`config.mk`:
```
export PLATFORM = sky130hd
export DESIGN_NAME = fft_frame_ctrl
export DESIGN_NICKNAME = d
export VERILOG_FILES = /design/src/rtl/fft_frame_ctrl.sv
export SDC_FILE = /design/constraint.sdc
export NUM_CORES = 1
export LEC_CHECK = 0
export BUFFER_PORTS_ARGS = -buffer_cell sky130_fd_sc_hd__buf_2
export CAP_MARGIN = 0
export CORE_UTILIZATION = 50
export CTS_BUF_LIST = sky130_fd_sc_hd__clkbuf_4
export CTS_CLUSTER_DIAMETER = 40
export DETAILED_ROUTE_END_ITERATION = 8
export GPL_TIMING_DRIVEN = 0
export PLACE_DENSITY = 0.78
export SLEW_MARGIN = 20
export SYNTH_ARGS = -nofsm -noshare
export SYNTH_HDL_FRONTEND = slang
export SYNTH_SLANG_ARGS = --single-unit
```
`constraint.sdc`:
```
create_clock -name clk -period 4.2 [get_ports clk]
set_input_delay 0.84 -clock clk [delete_from_list [all_inputs] [get_ports clk]]
set_output_delay 0.84 -clock clk [all_outputs]
set_load 0.01 [all_outputs]
```
`src/rtl/fft_frame_ctrl.sv`:
```
// Frame capture controller: fills the FFT input memory, hands off to the FFT core and note decoder.
// Optional watchdog on the FFT/decoder wait states is enabled by defining FRAME_WATCHDOG_EN.
module fft_frame_ctrl #(
    parameter int BIT_WIDTH   = 16,
    parameter int N           = 9,
    parameter int FFT_SIZE    = 512,
    parameter int TIMEOUT_CYC = 65535
) (
    input  logic                 clk,
    input  logic                 reset,
    input  logic                 run,
    input  logic                 sample_valid,
    input  logic [BIT_WIDTH-1:0] sample_in,
    input  logic                 fft_done,
    input  logic                 noted,
    output logic                 fft_load,
    output logic [N-1:0]         add_rd,
    output logic [BIT_WIDTH-1:0] din,
    output logic                 fft_start,
    output logic                 busy,
    output logic [7:0]           frame_cnt,
    output logic                 overrun,
    output logic                 timeout
);

    typedef enum logic [2:0] {
        IDLE     = 3'd0,
        LOAD     = 3'd1,
        START    = 3'd2,
        WAIT_FFT = 3'd3,
        WAIT_DEC = 3'd4
    } state_t;

    localparam logic [N-1:0] LAST_ADDR = N'(FFT_SIZE - 1);

    state_t               state_reg, state_next;
    logic [N-1:0]         wr_ptr_reg, wr_ptr_next;
    logic                 fft_load_reg, fft_load_next;
    logic [N-1:0]         add_rd_reg, add_rd_next;
    logic [BIT_WIDTH-1:0] din_reg, din_next;
    logic                 fft_start_reg, fft_start_next;
    logic [7:0]           frame_cnt_reg, frame_cnt_next;
    logic                 overrun_reg, overrun_next;
    logic                 wd_expired;

    always_ff @(posedge clk) begin
        if (!reset) begin
            state_reg     <= IDLE;
            wr_ptr_reg    <= '0;
            fft_load_reg  <= 1'b0;
            add_rd_reg    <= '0;
            din_reg       <= '0;
            fft_start_reg <= 1'b0;
            frame_cnt_reg <= '0;
            overrun_reg   <= 1'b0;
        end else begin
            state_reg     <= state_next;
            wr_ptr_reg    <= wr_ptr_next;
            fft_load_reg  <= fft_load_next;
            add_rd_reg    <= add_rd_next;
            din_reg       <= din_next;
            fft_start_reg <= fft_start_next;
            frame_cnt_reg <= frame_cnt_next;
            overrun_reg   <= overrun_next;
        end
    end

    always_comb begin
        state_next     = state_reg;
        wr_ptr_next    = '0;
        fft_load_next  = 1'b0;
        add_rd_next    = add_rd_reg;
        din_next       = din_reg;
        fft_start_next = fft_start_reg;
        frame_cnt_next = frame_cnt_reg;
        overrun_next   = overrun_reg;

        // Samples offered outside LOAD cannot be stored anywhere and are lost.
        if (sample_valid && run && (state_reg != LOAD)) begin
            overrun_next = 1'b1;
        end

        case (state_reg)
            IDLE: begin
                fft_start_next = 1'b0;
                if (run) begin
                    state_next = LOAD;
                end
            end
            LOAD: begin
                if (!run) begin
                    state_next = IDLE;
                end else begin
                    wr_ptr_next = wr_ptr_reg;
                    if (sample_valid) begin
                        din_next      = sample_in;
                        add_rd_next   = wr_ptr_reg;
                        fft_load_next = 1'b1;
                        wr_ptr_next   = wr_ptr_reg + 1'b1;
                        if (wr_ptr_reg == LAST_ADDR) begin
                            state_next = START;
                        end
                    end
                end
            end
            START: begin
                fft_start_next = 1'b1;
                state_next     = WAIT_FFT;
            end
            WAIT_FFT: begin
                if (fft_done) begin
                    fft_start_next = 1'b0;
                    state_next     = WAIT_DEC;
                end else if (wd_expired) begin
                    fft_start_next = 1'b0;
                    state_next     = IDLE;
                end
            end
            WAIT_DEC: begin
                if (noted) begin
                    frame_cnt_next = frame_cnt_reg + 8'd1;
                    state_next     = run ? LOAD : IDLE;
                end else if (wd_expired) begin
                    state_next = IDLE;
                end
            end
            default: begin
                fft_start_next = 1'b0;
                state_next     = IDLE;
            end
        endcase
    end

`ifdef FRAME_WATCHDOG_EN
    localparam int WD_W = (TIMEOUT_CYC > 1) ? $clog2(TIMEOUT_CYC + 1) : 1;
    localparam logic [WD_W-1:0] WD_LAST = WD_W'(TIMEOUT_CYC - 1);

    logic [WD_W-1:0] wd_cnt_reg, wd_cnt_next;
    logic            timeout_reg, timeout_next;
    logic            in_wait;
    logic            wd_trip;

    assign in_wait    = (state_reg == WAIT_FFT) || (state_reg == WAIT_DEC);
    assign wd_expired = in_wait && (wd_cnt_reg == WD_LAST);
    // A handshake arriving on the expiry cycle still wins over the watchdog.
    assign wd_trip    = wd_expired &&
                        (((state_reg == WAIT_FFT) && !fft_done) ||
                         ((state_reg == WAIT_DEC) && !noted));

    always_comb begin
        wd_cnt_next  = '0;
        timeout_next = timeout_reg | wd_trip;
        if (in_wait && (state_next == state_reg)) begin
            wd_cnt_next = wd_cnt_reg + 1'b1;
        end
    end

    always_ff @(posedge clk) begin
        if (!reset) begin
            wd_cnt_reg  <= '0;
            timeout_reg <= 1'b0;
        end else begin
            wd_cnt_reg  <= wd_cnt_next;
            timeout_reg <= timeout_next;
        end
    end

    assign timeout = timeout_reg;
`else
    assign wd_expired = 1'b0;
    assign timeout    = 1'b0;
`endif

    assign fft_load  = fft_load_reg;
    assign add_rd    = add_rd_reg;
    assign din       = din_reg;
    assign fft_start = fft_start_reg;
    assign busy      = (state_reg != IDLE);
    assign frame_cnt = frame_cnt_reg;
    assign overrun   = overrun_reg;

endmodule

```
Word-level counts from Yosys, hierarchy flattened
Cells that the tools add are included.

Register bits after elaboration: 48. Input port bits: 22. Output and inout port bits: 38. Word-level logic and storage cells: 43.

Add/sub/neg operators: 2. Eq/ne operators: 11. Multiplexer cells: 11. Bitwise gates (word level): 1. Reduce and logical (&&, ||, !) cells: 10.

Operators with widths (number): $mux W3 (6); $pmux W3 S5 (1); $add A9 B1 Y9 const B (1); $eq A9 B9 Y1 const B (1); $add A8 B1 Y8 const B (1); $eq A3 B2 Y1 const B (2); $ne A2 B2 Y1 const B (3); $ne A3 B3 Y1 const B (2); $reduce_and A3 Y1 (2); $reduce_and A5 Y1 (1); $reduce_and A2 Y1 (2); $eq A3 B1 Y1 const B (1); $eq A3 B3 Y1 const B (1); $logic_not A3 Y1 (1); $mux W1 (3); $ne A3 B1 Y1 const B (1); $pmux W1 S3 (1); $reduce_bool A3 Y1 (1); $logic_and A1 B1 Y1 (2); $reduce_or A2 Y1 (1); $not A1 Y1 (1).

Longest topological paths before layout
Gate-level depths: netlist of run 1.

Depth in word-level cells: 5. Depth in mapped cells: 7. Mapped depth without buffers: 7.

Worst setup path after synthesis of run 1
OpenSTA, ideal clock, no wires.

Kind: input to register. Start point: input noted. End point: register frame_cnt_reg[4] (netlist: frame_cnt[4]). Setup time: 0.070 ns. Arrival time: 1.684 ns. Required time: 4.130 ns. Path slack: 2.446 ns. Stages on the path: 4. Buffers on the path: 1. Cells stage by stage: nand4bb_4 -> buf_6 -> or4_1 -> a21oi_1.

Word-level cells in the longest chain between the ends: 1.

RTL lines: start: declaration (RTL line 15) `input logic noted,`; $reduce_and A2 Y1 (no source line); end signal: assignment (RTL line 63) `frame_cnt_reg <= frame_cnt_next;`; end: declaration (RTL line 42) `logic [7:0] frame_cnt_reg, frame_cnt_next;`.

Every way passes these cells. A chain may end at the register's enable or synchronous reset.

Final worst setup path of run 1
Start point: register state_reg[2]. End point: output busy.

Word-level cells in the longest chain between the ends: 1.

RTL lines: start: declaration (RTL line 36) `state_t state_reg, state_next;`; start signal: assignment (RTL line 57) `state_reg <= state_next;`; $reduce_bool A3 Y1 (RTL line 178) `assign busy = (state_reg != IDLE);`; end: declaration (RTL line 20) `output logic busy,`.

Every way passes these cells.

==> metrics.yaml, run 1 <==
run_status:
  status: "finished clean"
route:
  met2_length_mm: 2.145
  wirelength_mm: 4.614
  top_layer_used: "met4"
  vias: 1956
  wl_met1_mm: 2.201
  firstDrtPassIters: 4
  ant_nets: 0
  drc: 0
  drt_iter0_markers: 122
  wl_per_cell_um: 13.22
  wl_met3_um: 218
  via_per_inst: 5.605
finish:
  drive_gt1_share_pct: 25.58
  largest_reg_flops: 16
  area_growth_pct: 19.57
  fin_area_um2: 2446
  nNetsFinal: 325
  diodes: 0
  post-route-util_pct: 64.39
  final_common_cell: "buf_2"
  layout_common_cells: "63 x buf_2, 48 x dfxtp_1, 38 x a21oi_1"
  final_cells: 349
yosys:
  synth_cell_type_count: 38
  syn_area_um2: 2046
  synthAdderAreaFrac_pct: 1.835
  synth_edf_count: 0
  synth_compound_area_share_pct: 20.86
  synth_fp_nets: 261
  synth-seq-cells: 48
  synthXorXnorAreaFrac_pct: 2.141
  syn_inst: 236
  synth-seq-area-share_pct: 46.97
  ys.flop_type: "dfxtp_1"
  synthArstFlopShare_pct: 0
  synth_warnings: 0
  avgSynthCellArea_um2: 8.668
  synth_mux_area_share_pct: 1.957
  synth_top_family_by_area: "compound AO/OA/AOI/OAI gates"
  yosys.area_share.simple_pct: 20.00
sta:
  worst_pin_slew_ns: 0.5461
  fin_tns_setup_ns: 0
  hold_slack_ns: 0.4618
  fin_crit_ns: 2.288
  finalCritPeriodShare_pct: 54.48
  setup_viol: 0
  finalMaxSlewViolations: 0
  max_freq_mhz: 437.0
  rsz0062_at_grt: "false"
  worst_slack_ns: 1.912
  final_hold_viol_count: 0
  max-slew-margin-rel_pct: 63.59
  finClkSkew_ns: 0.01103
clocking:
  numClockSinks: 48
  cts_buffer_depth: 2
  h-tree-depth: 2
  cts_tree: "built"
  ctsResizeCount: 0
  cts_root_buf: "clkbuf_4"
  cts_hold_buf: 0
  cts_made_buffers: 5
  path_clk_slew_ns: 0.13
  cts_setup_buffers: 0
  clk_latency_ns: 0.37
placed_design:
  port_buffers: 57
  dp.cells: 341
  dp_slack_ns: 2.183
  place.gp.congestion: 0.8678
  placed_area_um2: 2391
  dp_hpwl_mm: 3.235
setup_path:
  timing.rr.end: "add_rd[5]$_SDFFE_PN0P_"
  arrival_ns: 1.45
  crit_start: "state_reg[2]$_SDFFE_PN0P_"
  ff2ff_path_depth: 5
  crit_fanout: 10
  worstSetupPathType: "reg2out"
  r2r_setup_slack_ns: 2.61
  rr_startpoint: "state_reg[1]$_SDFFE_PN0P_"
  cp.required_ns: 3.36
  crit_path_end_kind: "output pin"
  cp-start-kind: "register"
min_path:
  hold_start: "overrun$_SDFFE_PN0P_"
  hp-class: "reg2reg"
  holdPathStages: 2
  worstHoldEndpoint: "overrun$_SDFFE_PN0P_"
power_and_ir_drop:
  switching_share_pct: 26.21
  combPwrFrac_pct: 8.9
  ir_drop_mv: 0.1453
  p_int_uw: 551.3
  seqPwrFrac_pct: 62.2
  p_total_uw: 747.2
  power.density_nw_per_um2: 305.4
  p_leak_nw: 0.9919
  p_clk_share_pct: 28.9
  p_sw_uw: 195.8
floorplan:
  num_io_pins: 60
  dieArea_um2: 4351
  core-area_um2: 3799
  row_count: 22
  die_h_um: 65.97
  fp.dieW_um: 65.97
  initial_core_util_pct: 53.85
global_routing:
  antenna_found_initial: 0
  grt_max_degree: 16
  grt_pass1_vias: 1714
  track_usage_pct: 22.96
  gr-total-overflow: 0
  grt_pass1_wl_mm: 7.686
flow_run:
  cap_violations: 0
==> metal layers <==
metal	track usage [%]	vias to the layer above
li1	-	987
met1	31.12	918
met2	35.20	43
met3	5.690	8
met4	8.245	0
met5	0	-
==> area by class of cell <==
type / instances / area, µm²
sequential: 48 / 960.9
fill: 360 / 1353
clock buffer: 5 / 37.54
clock inverter: 3 / 17.52
timing repair buffer: 57 / 285.3
buffer: 19 / 97.59
multi-input combinational: 162 / 960.9
inverter: 7 / 26.28
tap: 48 / 60.06
==> kinds of logic after synthesis <==
family / Yosys count
AND/OR/NAND/NOR: 70
XOR/XNOR: 5
AO/OA/AOI/OAI: 79
buffers and inverters: 26
other: 1
flip-flops: 48
adder cells (fa/ha/maj): 3
multiplexers: 4
==> synthesized netlist by cell type, types with 3 or more instances <==
cell	instances	area (µm²)
o21ai_0	30	150.1
nand2_1	5	18.77
inv_1	6	22.52
clkbuf_1	7	26.28
a21oi_1	38	190.2
nor2_1	10	37.54
or3_1	4	25.02
buf_2	6	30.03
or4_1	5	37.54
o31ai_1	5	37.54
buf_4	3	22.52
nand3_1	29	145.1
nand4_1	5	31.28
mux2i_1	4	40.04
xor2_1	4	35.03
dfxtp_1	48	960.9
ha_1	3	37.54
==> worst max-delay path, stage by stage (launching register included) <==
cell     delay (ns)
dfxtp_1        0.38
buf_2          0.19
or3_1          0.37
buf_2          0.15
==> power by group through the flow <==
stage | clock, mW | combinational (mW) | sequential (mW)
finish | 0.216 | 0.0663 | 0.465
global route | 0.241 | 0.0745 | 0.466
CTS | 0.221 | 0.0665 | 0.465
detailed placement | 0 | 0.0662 | 0.475
global placement | 0 | 0.0659 | 0.474
floorplan | 0 | 0.0358 | 0.477
==> worst max path at each step <==
stage	to	cells after the start	slack [ns]
floorplan	frame_cnt[4]$_SDFFE_PN0P_	4	2.45
global placement	din[15]$_SDFFE_PN0P_	5	2.21
detailed placement	add_rd[6]$_SDFFE_PN0P_	5	2.18
CTS	busy	3	1.90
global route	busy	3	1.85
finish	busy	3	1.91
(Power assumes the default switching activity.)
==> inputs of run 2 (changes only) <==
--- a/config.mk
+++ b/config.mk
@@ -5,9 +5,10 @@
 export SDC_FILE = /design/constraint.sdc
 export NUM_CORES = 1
 export LEC_CHECK = 0
+export ABC_AREA = 1
 export BUFFER_PORTS_ARGS = -buffer_cell sky130_fd_sc_hd__buf_2
 export CAP_MARGIN = 0
-export CORE_UTILIZATION = 50
+export CORE_UTILIZATION = 48
 export CTS_BUF_LIST = sky130_fd_sc_hd__clkbuf_4
 export CTS_CLUSTER_DIAMETER = 40
 export DETAILED_ROUTE_END_ITERATION = 8
==> constraint.sdc (replaced) <==
create_clock -name clk -period 2.1 [get_ports clk]
set_input_delay 0.42 -clock clk [delete_from_list [all_inputs] [get_ports clk]]
set_output_delay 0.42 -clock clk [all_outputs]
set_load 0.01 [all_outputs]
==> metrics.yaml, run 2 <==
route:
  wl_per_cell_um: 11.17  # -15%
  drc: 0  # unchanged
  drt_iter0_markers: 94  # -23%
  vias: 1884  # -3.7%
  firstDrtPassIters: 4  # unchanged
  ant_nets: 0  # unchanged
  via_per_inst: 4.856  # -13%
  wirelength_mm: 4.335  # -6.0%
finish:
  final_cells: 388  # +11%
  final_common_cell: "nand2_1"
  largest_reg_flops: 16  # unchanged
  nNetsFinal: 362  # +11%
  drive_gt1_share_pct: 24.26  # -1.3 points
  area_growth_pct: 19.73
  layout_common_cells: "84 x nand2_1, 59 x buf_2, 48 x dfxtp_1"
  diodes: 0  # unchanged
flow_run:
  cap_violations: 0  # unchanged
power_and_ir_drop:
  p_int_mw: 1.229  # +120%
  switching_share_pct: 30.14  # +3.9 points
  seqPwrFrac_pct: 56.0  # -6.2 points
  ir_drop_mv: 0.3046  # +110%
  p_total_mw: 1.759  # +140%
  p_clk_share_pct: 24.1  # -4.8 points
  power.density_nw_per_um2: 717.5  # +130%
  combPwrFrac_pct: 19.9  # +11 points
  p_sw_uw: 530.3  # +170%
  p_leak_nw: 1.142  # +15%
clocking:
  cts_root_buf: "clkbuf_4"
  cts_made_buffers: 5  # unchanged
  cts_buffer_depth: 2  # unchanged
  h-tree-depth: 2  # unchanged
  cts_hold_buf: 0  # unchanged
  cts_tree: "built"
  clk_latency_ns: 0.35  # -0.02 ns
  numClockSinks: 48  # unchanged
  cts_setup_buffers: 0  # unchanged
  path_clk_slew_ns: 0.15  # +0.02 ns
  ctsResizeCount: 0  # unchanged
placed_design:
  port_buffers: 57  # unchanged
  dp.cells: 380  # +11%
  dp_hpwl_mm: 3.155  # -2.5%
  place.gp.congestion: 0.7865  # -9.4%
floorplan:
  core-area_um2: 4058  # +6.8%
  die_h_um: 67.33  # +2.1%
  num_io_pins: 60  # unchanged
  fp.dieW_um: 67.33  # +2.1%
  dieArea_um2: 4533  # +4.2%
  initial_core_util_pct: 50.48  # -3.4 points
  row_count: 23  # +4.5%
yosys:
  syn_area_um2: 2048  # +0.12%
  synth_top_area_cell: "dfxtp_1"
  synthTopCellsByArea: "dfxtp_1 47%, nand2_1 15%, a21oi_1 9.3%, inv_1 4.2%, nor2_1 4.0%"
  synthArstFlopShare_pct: 0  # unchanged
  synth_most_common_cell: "nand2_1"
  synth_fp_nets: 298  # +14%
  ys.flop_type: "dfxtp_1"
  synth_edf_count: 0  # unchanged
  synth-seq-area-share_pct: 46.92  # -0.057 points
  synth_top_area_share_pct: 46.92  # -0.057 points
  synthTopCellsByCount: "84 x nand2_1, 48 x dfxtp_1, 38 x a21oi_1"
  avgSynthCellArea_um2: 7.503  # -13%
  synth_cell_type_count: 28  # -26%
  syn_inst: 273  # +16%
  synth-seq-cells: 48  # unchanged
  synth_warnings: 0  # unchanged
setup_path:
  crit_path_cell_trace: "ha_1, nand3_1, nor2_1, ha_1, nand2_1, inv_1, nor2_1, nor2_1, nand3_1, nand2_1, inv_1"
  rr_startpoint: "wr_ptr_reg[0]$_SDFFE_PN0P_"
  timing.rr.end: "state_reg[0]$_SDFFE_PN0P_"
  cp_slowest_cell: "dfxtp_1"
  worstSetupPathType: "reg2reg"
  r2r_setup_slack_ns: 0.41  # -2.20 ns
  cpPeakStageDelay_ns: 0.44  # +0.06 ns
  cpMostUsedCell: "nor2_1"
  cp.required_ns: 2.36  # -1.00 ns
  ff2ff_path_depth: 11  # +6
  arrival_ns: 1.95  # +0.50 ns
  cp-start-kind: "register"
  crit_fanout: 5  # -5
  crit_path_end_kind: "register"
sta:
  hold_slack_ns: 0.2861  # -0.1756 ns
  finalCritPeriodShare_pct: 80.52
  finClkSkew_ns: 0.01562  # +0.004593 ns
  rsz0062_at_grt: "false"
  max_freq_mhz: 591.4
  setup_viol: 0  # unchanged
  fin_tns_setup_ns: 0  # unchanged
  max-slew-margin-rel_pct: 66.16  # +2.6 points
  finalMaxSlewViolations: 0  # unchanged
  final_hold_viol_count: 0  # unchanged
  fin_crit_ns: 1.691
  worst_pin_slew_ns: 0.5076  # -0.03845 ns
min_path:
  hp-class: "in2reg"
  hold_start: "sample_in[3]"
  worstHoldEndpoint: "din[3]$_SDFFE_PN0P_"
  holdPathStages: 3  # +1
global_routing:
  grt_pass1_wl_mm: 6.706  # -13%
  grt_max_degree: 15  # -1
  antenna_found_initial: 0  # unchanged
  grt_pass1_vias: 1508  # -12%
  gr-total-overflow: 0  # unchanged
  track_usage_pct: 19.72  # -3.2 points
run_status:
  status: "finished clean"
==> run 2: changes by cell type in the layout (fill, tap and decap cells not counted), sizes merged, moves of 3 or more <==
cell and delta:
buf -3, or3 -4, nand2 +82, o21ai -21, clkbuf -4, inv +16
mux2i -4, nand3 -17, or4 -5, xor2 -3, nor2 +16, o31ai -5
==> run 2: how the worst max path moves through the flow <==
stage / start / end / slack (ns)
2_1_floorplan: wr_ptr_reg[0]$_SDFFE_PN0P_ / state_reg[0]$_SDFFE_PN0P_ / 0.70
3_3_place_gp: wr_ptr_reg[0]$_SDFFE_PN0P_ / state_reg[0]$_SDFFE_PN0P_ / 0.53
3_5_place_dp: wr_ptr_reg[0]$_SDFFE_PN0P_ / state_reg[0]$_SDFFE_PN0P_ / 0.45
4_1_cts: wr_ptr_reg[0]$_SDFFE_PN0P_ / state_reg[0]$_SDFFE_PN0P_ / 0.42
5_1_grt: wr_ptr_reg[0]$_SDFFE_PN0P_ / state_reg[2]$_SDFFE_PN0P_ / 0.18
6_report: wr_ptr_reg[0]$_SDFFE_PN0P_ / state_reg[0]$_SDFFE_PN0P_ / 0.41
==> run 2: cell families after synthesis <==
logic type	synth area share [%]
AOI/OAI and AO/OA	12.16
xor gates and xnor gates	1.283
adders and majority gates	1.833
buffers and inverters	8.308
DFF	46.92
other	0.1831
and+or+nand+nor	29.32
==> run 2: cell type report <==
| class | instances | area, µm² |
|---|---|---|
| fill | 385 | 1605 |
| clock inverter | 2 | 11.26 |
| tap | 50 | 62.56 |
| inverter | 24 | 92.59 |
| timing repair buffer | 57 | 285.3 |
| multi-input combinational | 190 | 917.1 |
| sequential | 48 | 960.9 |
| clock buffer | 6 | 45.04 |
| buffer | 11 | 77.57 |
==> run 2: routing by layer <==
| metal | global-route usage, % | wire, µm | vias up |
|---|---|---|---|
| met5 | 0 | 0 | - |
| met4 | 6.383 | 48 | 0 |
| met3 | 5.236 | 241 | 6 |
| met2 | 30.88 | 1988 | 48 |
| met1 | 26.20 | 2056 | 829 |
| li1 | - | - | 1001 |
==> run 2: worst max-delay path, delay by kind of cell, from the launching register on <==
| kind | cells | cell delay [ns] |
|---|---|---|
| and+or+nand+nor | 7 | 0.72 |
| DFF | 1 | 0.44 |
| buffers and inverters | 2 | 0.09 |
| adders and majority gates | 2 | 0.36 |
==> run 2: power groups by stage <==
stage | registers, mW | clock network [mW] | logic [mW]
6_report | 0.985 | 0.424 | 0.350
5_1_grt | 0.991 | 0.479 | 0.397
4_1_cts | 0.985 | 0.446 | 0.352
3_5_place_dp | 1.01 | 0 | 0.351
3_3_place_gp | 1.00 | 0 | 0.348
2_1_floorplan | 1.02 | 0 | 0.233
==> run 2: metrics by stage <==
stage	worst slack (ns)	cell area, µm²	util (%)
2_1_floorplan	0.7021	2048	-
3_3_place_gp	0.5264	2396	59.05
4_1_cts	0.4220	2452	60.44
3_5_place_dp	0.4465	2396	59.05
6_report	0.4090	2452	60.44
5_1_grt	0.1773	2452	60.44
